===== src/rtl/pc_sequencer.sv =====
// -----------------------------------------------------------------------------
// pc_sequencer
//   Program-counter sequencer for the instruction fetch stage. Produces the
//   current fetch address, advances it on accepted fetches, redirects on taken
//   branches and parks in a sticky fault state on a misaligned branch target.
//
// Parameters
//   RESET_VECTOR  first fetch address after reset
//   STEP          sequential PC increment (modulo 2^32)
//
// Ports
//   clk            single clock, rising edge
//   rst_n          synchronous active-low reset
//   branch_taken   redirect request this cycle
//   branch_target  redirect address (pc_out + offset from the datapath adder)
//   stall          pipeline hazard hold, blocks sequential advance
//   fetch_ready    fetch port accepts pc_out this cycle
//   pc_out         current fetch address (registered)
//   pc_valid       pc_out is a valid fetch request (registered)
//   flush          one-cycle pulse per taken, aligned redirect (registered)
//   fault          sticky misaligned-target indicator (registered)
//   fetch_count    number of accepted fetches, modulo 2^32 (registered)
// -----------------------------------------------------------------------------
module pc_sequencer #(
  parameter logic [31:0] RESET_VECTOR = 32'h0000_0000,
  parameter logic [31:0] STEP         = 32'd4
) (
  input  logic        clk,
  input  logic        rst_n,
  input  logic        branch_taken,
  input  logic [31:0] branch_target,
  input  logic        stall,
  input  logic        fetch_ready,
  output logic [31:0] pc_out,
  output logic        pc_valid,
  output logic        flush,
  output logic        fault,
  output logic [31:0] fetch_count
);

  typedef enum logic [1:0] {
    BOOT  = 2'd0,
    RUN   = 2'd1,
    HOLD  = 2'd2,
    FAULT = 2'd3
  } state_e;

  state_e      state_q, state_d;
  logic [31:0] pc_q, pc_d;
  logic [31:0] count_q, count_d;
  logic        valid_q, valid_d;
  logic        flush_q, flush_d;
  logic        fault_q, fault_d;

  logic        accept;
  logic        misaligned;

  // valid_q is only ever set in RUN/HOLD, so accept cannot fire in BOOT/FAULT.
  assign accept     = valid_q && fetch_ready && !stall;
  assign misaligned = (branch_target[1:0] != 2'b00);

  always_comb begin
    state_d = state_q;
    pc_d    = pc_q;
    count_d = count_q;
    valid_d = valid_q;
    flush_d = 1'b0;
    fault_d = fault_q;

    unique case (state_q)
      BOOT: begin
        // branch_taken is deliberately ignored here
        state_d = RUN;
        valid_d = 1'b1;
      end

      RUN, HOLD: begin
        // The fetch is counted even when a redirect replaces the next PC.
        if (accept) begin
          count_d = count_q + 32'd1;
        end

        if (branch_taken && misaligned) begin
          state_d = FAULT;
          pc_d    = branch_target;
          valid_d = 1'b0;
          fault_d = 1'b1;
        end else if (branch_taken) begin
          state_d = RUN;
          pc_d    = branch_target;
          flush_d = 1'b1;
        end else if (accept) begin
          state_d = RUN;
          pc_d    = pc_q + STEP;
        end else begin
          state_d = HOLD;
        end
      end

      FAULT: begin
        // terminal until reset: everything frozen
      end

      default: begin
        state_d = BOOT;
        valid_d = 1'b0;
      end
    endcase
  end

  always_ff @(posedge clk) begin
    if (!rst_n) begin
      state_q <= BOOT;
      pc_q    <= RESET_VECTOR;
      count_q <= '0;
      valid_q <= 1'b0;
      flush_q <= 1'b0;
      fault_q <= 1'b0;
    end else begin
      state_q <= state_d;
      pc_q    <= pc_d;
      count_q <= count_d;
      valid_q <= valid_d;
      flush_q <= flush_d;
      fault_q <= fault_d;
    end
  end

  assign pc_out      = pc_q;
  assign pc_valid    = valid_q;
  assign flush       = flush_q;
  assign fault       = fault_q;
  assign fetch_count = count_q;

endmodule


===== config.mk =====
export PLATFORM = sky130hd
export DESIGN_NAME = pc_sequencer
export DESIGN_NICKNAME = d
export VERILOG_FILES = /design/src/rtl/pc_sequencer.sv
export SDC_FILE = /design/constraint.sdc
export NUM_CORES = 1
export LEC_CHECK = 0
export ABC_AREA = 1
export BUFFER_PORTS_ARGS = -buffer_cell sky130_fd_sc_hd__buf_2
export CORE_MARGIN = 1.5
export CORE_UTILIZATION = 40
export DETAILED_ROUTE_END_ITERATION = 8
export PLACE_DENSITY_LB_ADDON = 0.25
export SLEW_MARGIN = 20
export SYNTH_ARGS = -nofsm -noshare
export SYNTH_HDL_FRONTEND = slang
export SYNTH_SLANG_ARGS = --single-unit

===== constraint.sdc =====
create_clock -name clk -period 1.8 [get_ports clk]
set_input_delay 0.36 -clock clk [delete_from_list [all_inputs] [get_ports clk]]
set_output_delay 0.36 -clock clk [all_outputs]
set_load 0.01 [all_outputs]

Yosys cells after proc, flatten, opt, wreduce, memory -nomap -nowiden --
Index checks and enable logic that the tools add are counted.
Storage, ports and cells: logic and storage cells 37, bits in registers 69, output and inout port bits 67
Operators by class: reduce and logical (&&, ||, !) cells 14, bitwise logic cells 2, equality and inequality tests 3, $add $sub $neg 2, muxes and demuxes 10
Operators by type and width (number):
- two-way mux 32 bit | 3
- adder 32 x 1 -> 32 bit (second input constant) | 1
- adder 32 x 3 -> 32 bit (second input constant) | 1
- AND reduction 2 bit | 4
- two-way mux 2 bit | 3
- one-hot mux 2 bit (2 select lines) | 1
- nonzero test 2 bit | 2
- logical AND 1 bit | 3
- nonzero test 3 bit | 1
- OR reduction 3 bit | 1
- equality test 2 x 1 -> 1 bit (second input constant) | 1
- equality test 2 bit (second input constant) | 1
- logical NOT 2 bit | 1
- two-way mux 1 bit | 2
- inequality test 2 bit (second input constant) | 1
- inverter 1 bit | 2
- one-hot mux 1 bit (2 select lines) | 1
- OR reduction 2 bit | 1
- logical NOT 1 bit | 1

Longest topological paths before layout --
Gate-level depths: netlist of run 1.
depth in word-level cells 6, depth in mapped cells 12, mapped depth without buffers 12

Worst setup path before layout of run 1 --
No wires, ideal clock.
kind register to register, start point register state_q[0], end point register count_q[19], in the netlist fetch_count[19], slack 0.211 ns, path buffers 0, period minus slack after synthesis 1.589 ns, stages on the path, launching flop included 12, setup time 0.113 ns, required time 1.687 ns, arrival 1.476 ns, path through dfxtp_1 inv_1 ha_1 inv_1 nor2_4 nand3_4 nor2_4 nand2_1 nor2_1 nand2_1 nand2_1 nor2_1
On the way: word-level cells in the longest chain between the ends 3, elaborated cells between the ends (all ways) 4, classes of those cells eq/ne (2); reduce/logical (2)
RTL lines:
- from (decl) | line 48 | state_e state_q, state_d;
- from (signal assigned) | line 120 | state_q <= state_d;
- equality test 2 x 1 -> 1 bit / equality test 2 bit (equally long branches) | line 70 | unique case (state_q)
- OR reduction 2 bit * | line 70
- AND reduction 2 bit (no source line) *
- to (signal assigned) | line 122 | count_q <= count_d;
- to (decl) | line 50 | logic [31:0] count_q, count_d;
Every way passes the cells marked *; elsewhere a longest branch is shown, timed or not. A chain may end at the register's enable or synchronous reset.

Final worst setup path of run 1 --
start point register state_q[0], end point register pc_q[17], in the netlist pc_out[17]
On the way: word-level cells in the longest chain between the ends 3, elaborated cells between the ends (all ways) 4, classes of those cells eq/ne (2); reduce/logical (2)
RTL lines:
- equality test 2 x 1 -> 1 bit / equality test 2 bit (equally long branches) | line 70
- OR reduction 2 bit * | line 70
- AND reduction 2 bit (no source line) *
- to (signal assigned) | line 121 | pc_q <= pc_d;
- to (decl) | line 49 | logic [31:0] pc_q, pc_d;
Marked as above.

==> results.ini, run 1 <==
[status]
status = complete, no violations

[grt]
grt_max_degree = 38
track_usage_pct = 23.4
first_global_vias = 4460
antenna_found_initial = 0
overflow = 0
grt_pass1_wl_mm = 21.3

[pwr]
p_seq_share_pct = 45.9
leakage_nw = 2.10
clockPowerShare_pct = 31.6
power.internal_mw = 2.65
swShare_pct = 33.1
total_power_mw = 3.96
vdd_drop_max_uv = 382
p_switching_mw = 1.31
power_density_nw_per_um2 = 755
combPwrFrac_pct = 22.5

[timing]
period_needed_ns = 1.69
finClkSkew_ns = 0.00885
max-slew-margin-rel_pct = 69.3
finalMaxSlewViolations = 0
setup_viol = 0
tns_ns = 0
tightest_slew_ns = 0.460
timing.final.crit_share_pct = 93.9
fmax_ghz = 0.592
hold_viol = 0

[yosys]
synth_seq_cells = 69
syn_inst = 723
ys_warn_count = 0
synth_fp_nets = 764
synth_area_um2 = 4290
ys.flop_type = dfxtp_1
ys_seq_area_share_pct = 32.2
synth_edf_count = 0
async_reset_ff_share_pct = 0
synth_area_per_cell_um2 = 5.93
synth_cell_types = 32

[critical_path]
r2r_cells = 11
cp.arrival_ns = 1.97
r2r_start = state_q[0]
worstSetupEndpointType = register
critPathLaunchType = register
crit_path_max_fanout = 28
cp.required_ns = 2.08
worstSetupPathType = reg -> reg
crit_start = state_q[0]

[drt]
ant_nets = 0
dr.pass1.iters = 5
wl_per_cell_um = 13.6
drt_iter0_drc = 406
routed_via_density = 5.15
via_count = 4996
drc = 0
totalWireLength_mm = 13.2

[cts]
cts_tree = yes
clk_pin_slew_ns = 0.08
insertion_delay_ns = 0.34
clock_path_buffers = 2
numCtsBuffers = 9
clock_sinks = 69
htree_levels = 3
cts_root_buffer = clkbuf_8

[die]
core-area_um2 = 10400
ios = 104
start_util_pct = 41.3
die_w_um = 107
die_h_um = 107
dieArea_um2 = 11300
row_count = 37

[place]
hpwlAfterDp_mm = 9.93
io_buffers = 103
placed_area_um2 = 4990
place_congestion = 0.899

[cells_and_area]
n_antenna_cell = 0
syn2layout_area_growth_pct = 22.4
layout.nets = 871
stdcell_area_um2 = 5250
n_fill_cell = 1123
drive_gt1_share_pct = 20.4

[min_path]
hold_class = in -> reg
hold_depth = 2
hold_path_startpoint = branch_target[1]

[run]
max_cap_viol_count = 0

## placed cells by master (no fill, tap or decap), types with 8 or more instances in the layout
| cell | count |
|---|---|
| nand2_1 | 238 |
| nor2_1 | 131 |
| buf_2 | 103 |
| dfxtp_1 | 67 |
| inv_1 | 58 |
| a21oi_1 | 52 |
| nand3_1 | 35 |
| o21ai_0 | 32 |
| nand4_1 | 12 |
| buf_4 | 12 |
| clkbuf_8 | 9 |
| nor2_4 | 8 |
## sequential cells by signal, indices dropped and copies added, names as in the netlist
register / count
fault: 1
fetch_count: 32
flush: 1
pc_out: 32
pc_valid: 1
state_q: 2
## power by group through the flow
stage / Sequential [mW] / Clock [mW] / Combinational (mW)
finish: 1.82 / 1.25 / 0.892
global route: 1.84 / 1.33 / 0.994
CTS: 1.81 / 1.28 / 0.854
detailed placement: 1.85 / 0 / 0.850
global placement: 1.84 / 0 / 0.825
floorplan: 1.85 / 0 / 0.503
## cell usage after synthesis, drive strengths merged (2+ instances only)
library cell    n  area share (%)
nand2         244              22
nand4          12             1.8
xor2            6             1.2
inv            65             5.7
nor2          146              14
o21ai          35             4.1
o21a            2            0.35
nor3            5            0.58
clkbuf         13             1.1
dfxtp          69              32
buf             9             1.1
a21oi          54             6.3
nand3          38             5.0
ha              4             1.2
or2             2            0.29
nand3b          7             1.2
a31oi           5            0.73
## through the flow
| step | std cells | util [%] | hold slack, ns | setup slack (ns) |
|---|---|---|---|---|
| global placement | 952 | 48.1 | 0.453 | 0.0955 |
| floorplan | 723 | - | 0.438 | 0.211 |
| global route | 971 | 50.6 | 0.206 | -0.0164 |
| detailed placement | 952 | 48.1 | 0.485 | 0.0194 |
| CTS | 968 | 49.9 | 0.199 | 0.0152 |
| finish | 971 | 50.6 | 0.208 | 0.110 |
## area by class of cell
| type | count | area, µm² | share of cell area [%] |
|---|---|---|---|
| multi-input cells | 567 | 2610 | 49.7 |
| flip-flops and latches | 69 | 1380 | 26.4 |
| repair buffers | 118 | 657 | 12.5 |
| inverters | 65 | 244 | 4.65 |
| well taps | 136 | 170 | 3.24 |
| clock buffers | 12 | 135 | 2.58 |
| clock inverters | 4 | 48.8 | 0.930 |
## what timing repair did
| item | 4_1_cts | 5_1_grt |
|---|---|---|
| endpoints found under the hold margin | 0 | 0 |
| resized for setup | 0 | 14 |
| setup buffers | 0 | 3 |
| setup endpoints to repair | 0 | 34 |
| hold buffers | 0 | 0 |
## logic make-up after synthesis
family / after synthesis / share of synthesized area (%)
buf+inv: 87 / 7.94
xor+xnor: 7 / 1.43
compound gates: 100 / 12.2
flops: 69 / 32.2
fa+ha+maj: 4 / 1.17
simple gates: 456 / 45.1
## layer usage
metal / wire length, µm / global-route usage, % / vias to the layer above / part of all wire [%]
met1: 6480 / 34.7 / 2288 / 49
met4: 117 / 5.71 / 0 / 0.88
met3: 878 / 3.31 / 14 / 6.6
met2: 5780 / 35.7 / 175 / 44
met5: 0 / 0 / - / 0
li1: - / - / 2519 / -
## critical path: stages (launching register included)
cell and delay (ns):
dfxtp_2 0.35, inv_1 0.07, ha_4 0.27, inv_1 0.07, nor2_4 0.17, inv_2 0.07
nand2_4 0.07, inv_2 0.07, buf_12 0.16, nor2_1 0.13, nand2_1 0.08, a21oi_1 0.11
## worst paths after layout
kind | end | slack (ns)
worst min-delay path | flush | 0.21
worst max-delay path | pc_out[17] | 0.11
worst min register to register | state_q[0] | 0.48
worst max register to register | pc_out[17] | 0.11
(Power assumes the default switching activity.)
==> run 2: changes to the inputs <==
--- a/config.mk
+++ b/config.mk
@@ -11,6 +11,7 @@
 export CORE_UTILIZATION = 40
 export DETAILED_ROUTE_END_ITERATION = 8
 export PLACE_DENSITY_LB_ADDON = 0.25
+export SETUP_SLACK_MARGIN = 0.3
 export SLEW_MARGIN = 20
 export SYNTH_ARGS = -nofsm -noshare
 export SYNTH_HDL_FRONTEND = slang
==> results.ini, run 2 (same netlist as run 1, synthesis figures left out) <==
[status]
status = complete, no violations

[pwr]
power_density_nw_per_um2 = 790
vdd_drop_max_uv = 557
leakage_nw = 2.49

[die]
dieArea_um2 = 11300
die_h_um = 107
row_count = 37
core-area_um2 = 10400
start_util_pct = 41.3
ios = 104
die_w_um = 107

[place]
io_buffers = 103
placed_area_um2 = 5040
place_congestion = 0.871
hpwlAfterDp_mm = 9.80
place_ws_ns = 0.0949

[cells_and_area]
final_common_cell = nand2_1
layout.nets = 907
n_antenna_cell = 0
final_cell_mix = nand2_1 (223), buf_2 (103), nor2_1 (98), inv_1 (53), dfxtp_1 (46)
drive_gt1_share_pct = 35.1
syn2layout_area_growth_pct = 42.5
multi_input_area_um2 = 2950
register_area_um2 = 1420
n_fill_cell = 1009
stdcell_area_um2 = 6110

[timing]
rsz0062_at_grt = true
fmax_ghz = 0.575
setup_viol = 0
timing.final.crit_share_pct = 96.7
hold_viol = 0
max-slew-margin-rel_pct = 73.5
finClkSkew_ns = 0.0142
period_needed_ns = 1.74
final.setup.worst_slack_ns = 0.0603
finalMaxSlewViolations = 0
tightest_slew_ns = 0.394

[critical_path]
crit_path_max_fanout = 4
rrSetupSlack_ns = 0.06
worstSetupPathType = reg -> reg
cp.arrival_ns = 1.99
cp.required_ns = 2.05
worstSetupEndpointType = register
critPathLaunchType = register

[cts]
postCtsHoldBufs = 0
clk_pin_slew_ns = 0.09
cts_root_buffer = clkbuf_8
htree_levels = 3
numCtsBuffers = 9
clock_path_buffers = 2
cts_tree = yes
insertion_delay_ns = 0.37
clock_sinks = 69

[drt]
highest_layer = met4
routed_via_density = 5.18
met3_wirelength_um = 858
ant_nets = 0
wl_per_cell_um = 14.6
drt_iter0_drc = 388
drc = 0
wl_met2_mm = 6.84
dr.pass1.iters = 5
via_count = 5219
drt-met1-wl_mm = 6.74
totalWireLength_mm = 14.7

[grt]
grt_max_degree = 49
first_global_vias = 4619
antenna_found_initial = 0
grt_pass1_wl_mm = 22.1
track_usage_pct = 24.4
overflow = 0

[min_path]
hold_class = in -> reg

[run]
max_cap_viol_count = 0

## run 2: area by class of cell
class / instances / area share (%)
clock buffer: 10 / 2.09
timing repair inverter: 1 / 0.266
tap: 136 / 2.79
sequential: 69 / 23.2
inverter: 65 / 4.55
clock inverter: 6 / 1.43
multi-input combinational: 567 / 48.2
timing repair buffer: 153 / 17.5
## run 2: layer usage
metal	global-route usage, %	vias to the layer above
met2	38.3	183
met5	0	-
li1	-	2586
met1	34.1	2427
met4	9.24	0
met3	3.19	23
## run 2: path summary, 6_finish.rpt
kind	to	cells past startpoint	start
worst max-delay path	fetch_count[22]	7	fetch_count[9]
worst max register to register	fetch_count[22]	7	fetch_count[9]
worst min register to register	fault	2	fault
worst min-delay path	flush	2	branch_target[0]
## run 2: critical path: stages, from the launching register on
cell	delay (ns)
dfxtp_1	0.39
nand2_1	0.17
nor2_2	0.25
nand2_1	0.15
nor2_1	0.24
nand3_1	0.17
o21ai_0	0.18
a21oi_1	0.06
## run 2: power by group
part | switching, mW | internal, mW | leakage (nW)
sequential | 0.161 | 1.66 | 0.571
combinational | 0.824 | 0.732 | 1.81
clock | 0.664 | 0.781 | 0.110
total | 1.65 | 3.18 | 2.49
## run 2: metrics by stage
step / total power, mW / setup TNS [ns] / std cells / util (%) / hold slack, ns
global placement: 2.68 / 0 / 957 / 48.6 / 0.454
floorplan: 2.38 / 0 / 723 / - / 0.438
finish: 4.83 / 0 / 1007 / 58.9 / 0.173
global route: 5.03 / -0.0538 / 1007 / 58.9 / 0.185
CTS: 4.45 / 0 / 990 / 53.8 / 0.169
detailed placement: 2.72 / 0 / 957 / 48.6 / 0.467
## run 2: timing repair
item	in CTS	in global routing
endpoints found under the setup margin	49	63
resized for setup	43	118
pin swaps	9	24
setup buffers	15	15
cloned	2	2
==> run 3: changes to the inputs <==
--- a/config.mk
+++ b/config.mk
@@ -6,10 +6,10 @@
 export NUM_CORES = 1
 export LEC_CHECK = 0
 export ABC_AREA = 1
-export BUFFER_PORTS_ARGS = -buffer_cell sky130_fd_sc_hd__buf_2
 export CORE_MARGIN = 1.5
 export CORE_UTILIZATION = 40
 export DETAILED_ROUTE_END_ITERATION = 8
+export DONT_BUFFER_PORTS = 1
 export PLACE_DENSITY_LB_ADDON = 0.25
 export SETUP_SLACK_MARGIN = 0.3
 export SLEW_MARGIN = 20
==> results.ini, run 3 (same netlist as run 1, synthesis figures left out) <==
[die]
ios = 104
die_w_um = 107
core-area_um2 = 10400
dieArea_um2 = 11300
start_util_pct = 41.3
die_h_um = 107
row_count = 37

[critical_path]
cp.arrival_ns = 1.90
worstSetupEndpointType = register
rrSetupSlack_ns = 0.13
reg2reg_to = pc_out[21]
cp_cell_sequence = inv_2 -> ha_4 -> inv_4 -> nor2_4 -> buf_12 -> buf_4 -> buf_8 -> buf_8 -> nand4_1 -> nand3_1 -> a21oi_1
critPathLaunchType = register
cp.required_ns = 2.03
critPathCapture = pc_out[21]
r2r_start = state_q[0]
r2r_cells = 11
crit_path_max_fanout = 5
crit_start = state_q[0]
worstSetupPathType = reg -> reg
max_stage_delay_ns = 0.35
slowest_stage = dfxtp_2
crit_top_cell = buf_8

[cts]
htree_levels = 3
insertion_delay_ns = 0.36
cts_tree = yes
clock_path_buffers = 2
numCtsBuffers = 9
cts_root_buffer = clkbuf_8
postCtsHoldBufs = 0
clock_sinks = 69
clk_pin_slew_ns = 0.08

[cells_and_area]
layout.nets = 819
finalNonFillerCells = 918
syn2layout_area_growth_pct = 34.4
stdcell_area_um2 = 5760
final_cell_mix = nand2_1 (219), nor2_1 (105), inv_1 (53), dfxtp_1 (47), buf_4 (45)
n_antenna_cell = 0
drive_gt1_share_pct = 27.7
n_fill_cell = 1000
post-route-util_pct = 55.6
final_common_cell = nand2_1

[timing]
tightest_slew_ns = 0.456
period_needed_ns = 1.67
max-slew-margin-rel_pct = 69.6
finalMaxSlewViolations = 0
tns_ns = 0
fmax_ghz = 0.598
holdWs_ns = 0.0730
final.setup.worst_slack_ns = 0.127
setup_viol = 0
rsz0062_at_grt = true
timing.final.crit_share_pct = 92.9
hold_viol = 0
finClkSkew_ns = 0.00611

[place]
place_ws_ns = 0.0854
hpwlAfterDp_mm = 9.70
placed_cells = 874
io_buffers = 0
place_congestion = 0.955
placed_area_um2 = 4670

[pwr]
combPwrFrac_pct = 32.0
p_switching_mw = 1.62
power.internal_mw = 3.21
p_seq_share_pct = 37.8
power_density_nw_per_um2 = 838
total_power_mw = 4.83
swShare_pct = 33.6
leakage_nw = 2.05
vdd_drop_max_uv = 478
clockPowerShare_pct = 30.2

[grt]
antenna_found_initial = 0
first_global_vias = 4402
grt_max_degree = 32
overflow = 0
grt_pass1_wl_mm = 22.2
track_usage_pct = 25.0

[min_path]
hold_class = in -> reg
hold_depth = 1

[drt]
routed_via_density = 5.38
via_count = 4943
totalWireLength_mm = 14.5
drc = 0
ant_nets = 0
dr.pass1.iters = 5
drt_iter0_drc = 375
wl_per_cell_um = 15.8

[run]
max_cap_viol_count = 0

[status]
status = complete, no violations

## run 3: changes by cell type in the layout (fill, tap and decap cells not counted), moves of 6 or more
cell	delta
buf_2	-103
nor2_2	-13
buf_4	+11
o21ai_0	-11
nand2_2	+10
nor2_1	+7
o21ai_2	+7
a21oi_2	-6
nand2_4	-6
nor2_4	+6
## run 3: power by group through the flow
stage                     clock, mW  combinational, mW  sequential [mW]
final                          1.46               1.55             1.82
after global placement            0              0.802             1.84
after CTS                      1.46               1.38             1.81
after global routing           1.53               1.65             1.84
after floorplan                   0              0.519             1.86
after detailed placement          0              0.831             1.84
## run 3: layer usage
| layer | vias to the layer above | GRT usage, % | part of all wire, % |
|---|---|---|---|
| met5 | - | 0 | 0 |
| met4 | 0 | 9.52 | 2.3 |
| met3 | 27 | 6.68 | 8.3 |
| met2 | 203 | 38.0 | 45 |
| met1 | 2289 | 33.6 | 44 |
| li1 | 2424 | - | - |
## run 3: worst min path at each step
stage	startpoint	end	slack, ns
finish	branch_target[0]	flush	0.07
floorplan	branch_target[0]	flush	0.44
detailed placement	branch_target[0]	flush	0.45
CTS	branch_target[0]	flush	0.06
global route	branch_target[0]	flush	0.06
global placement	branch_target[0]	flush	0.44
## run 3: final cells by class
| class | count | area [µm²] | share of cell area [%] |
|---|---|---|---|
| inverter | 65 | 264 | 4.58 |
| sequential | 69 | 1410 | 24.5 |
| multi-input combinational | 567 | 2980 | 51.7 |
| tap | 136 | 170 | 2.95 |
| timing repair buffer | 66 | 727 | 12.6 |
| clock inverter | 4 | 72.6 | 1.26 |
| clock buffer | 11 | 141 | 2.45 |
## run 3: repair_timing
action                     CTS  global route
gates resized for setup     83            92
gates cloned                 6             1
pin swaps                   23            44
buffers inserted            15             7
setup endpoints to repair   53            64
## run 3: critical path, delay by kind of cell, from the launching register on
kind | cells | cell delay [ns]
compound gates | 1 | 0.07
fa+ha+maj | 1 | 0.27
buf+inv | 6 | 0.58
flops | 1 | 0.35
simple gates | 3 | 0.28
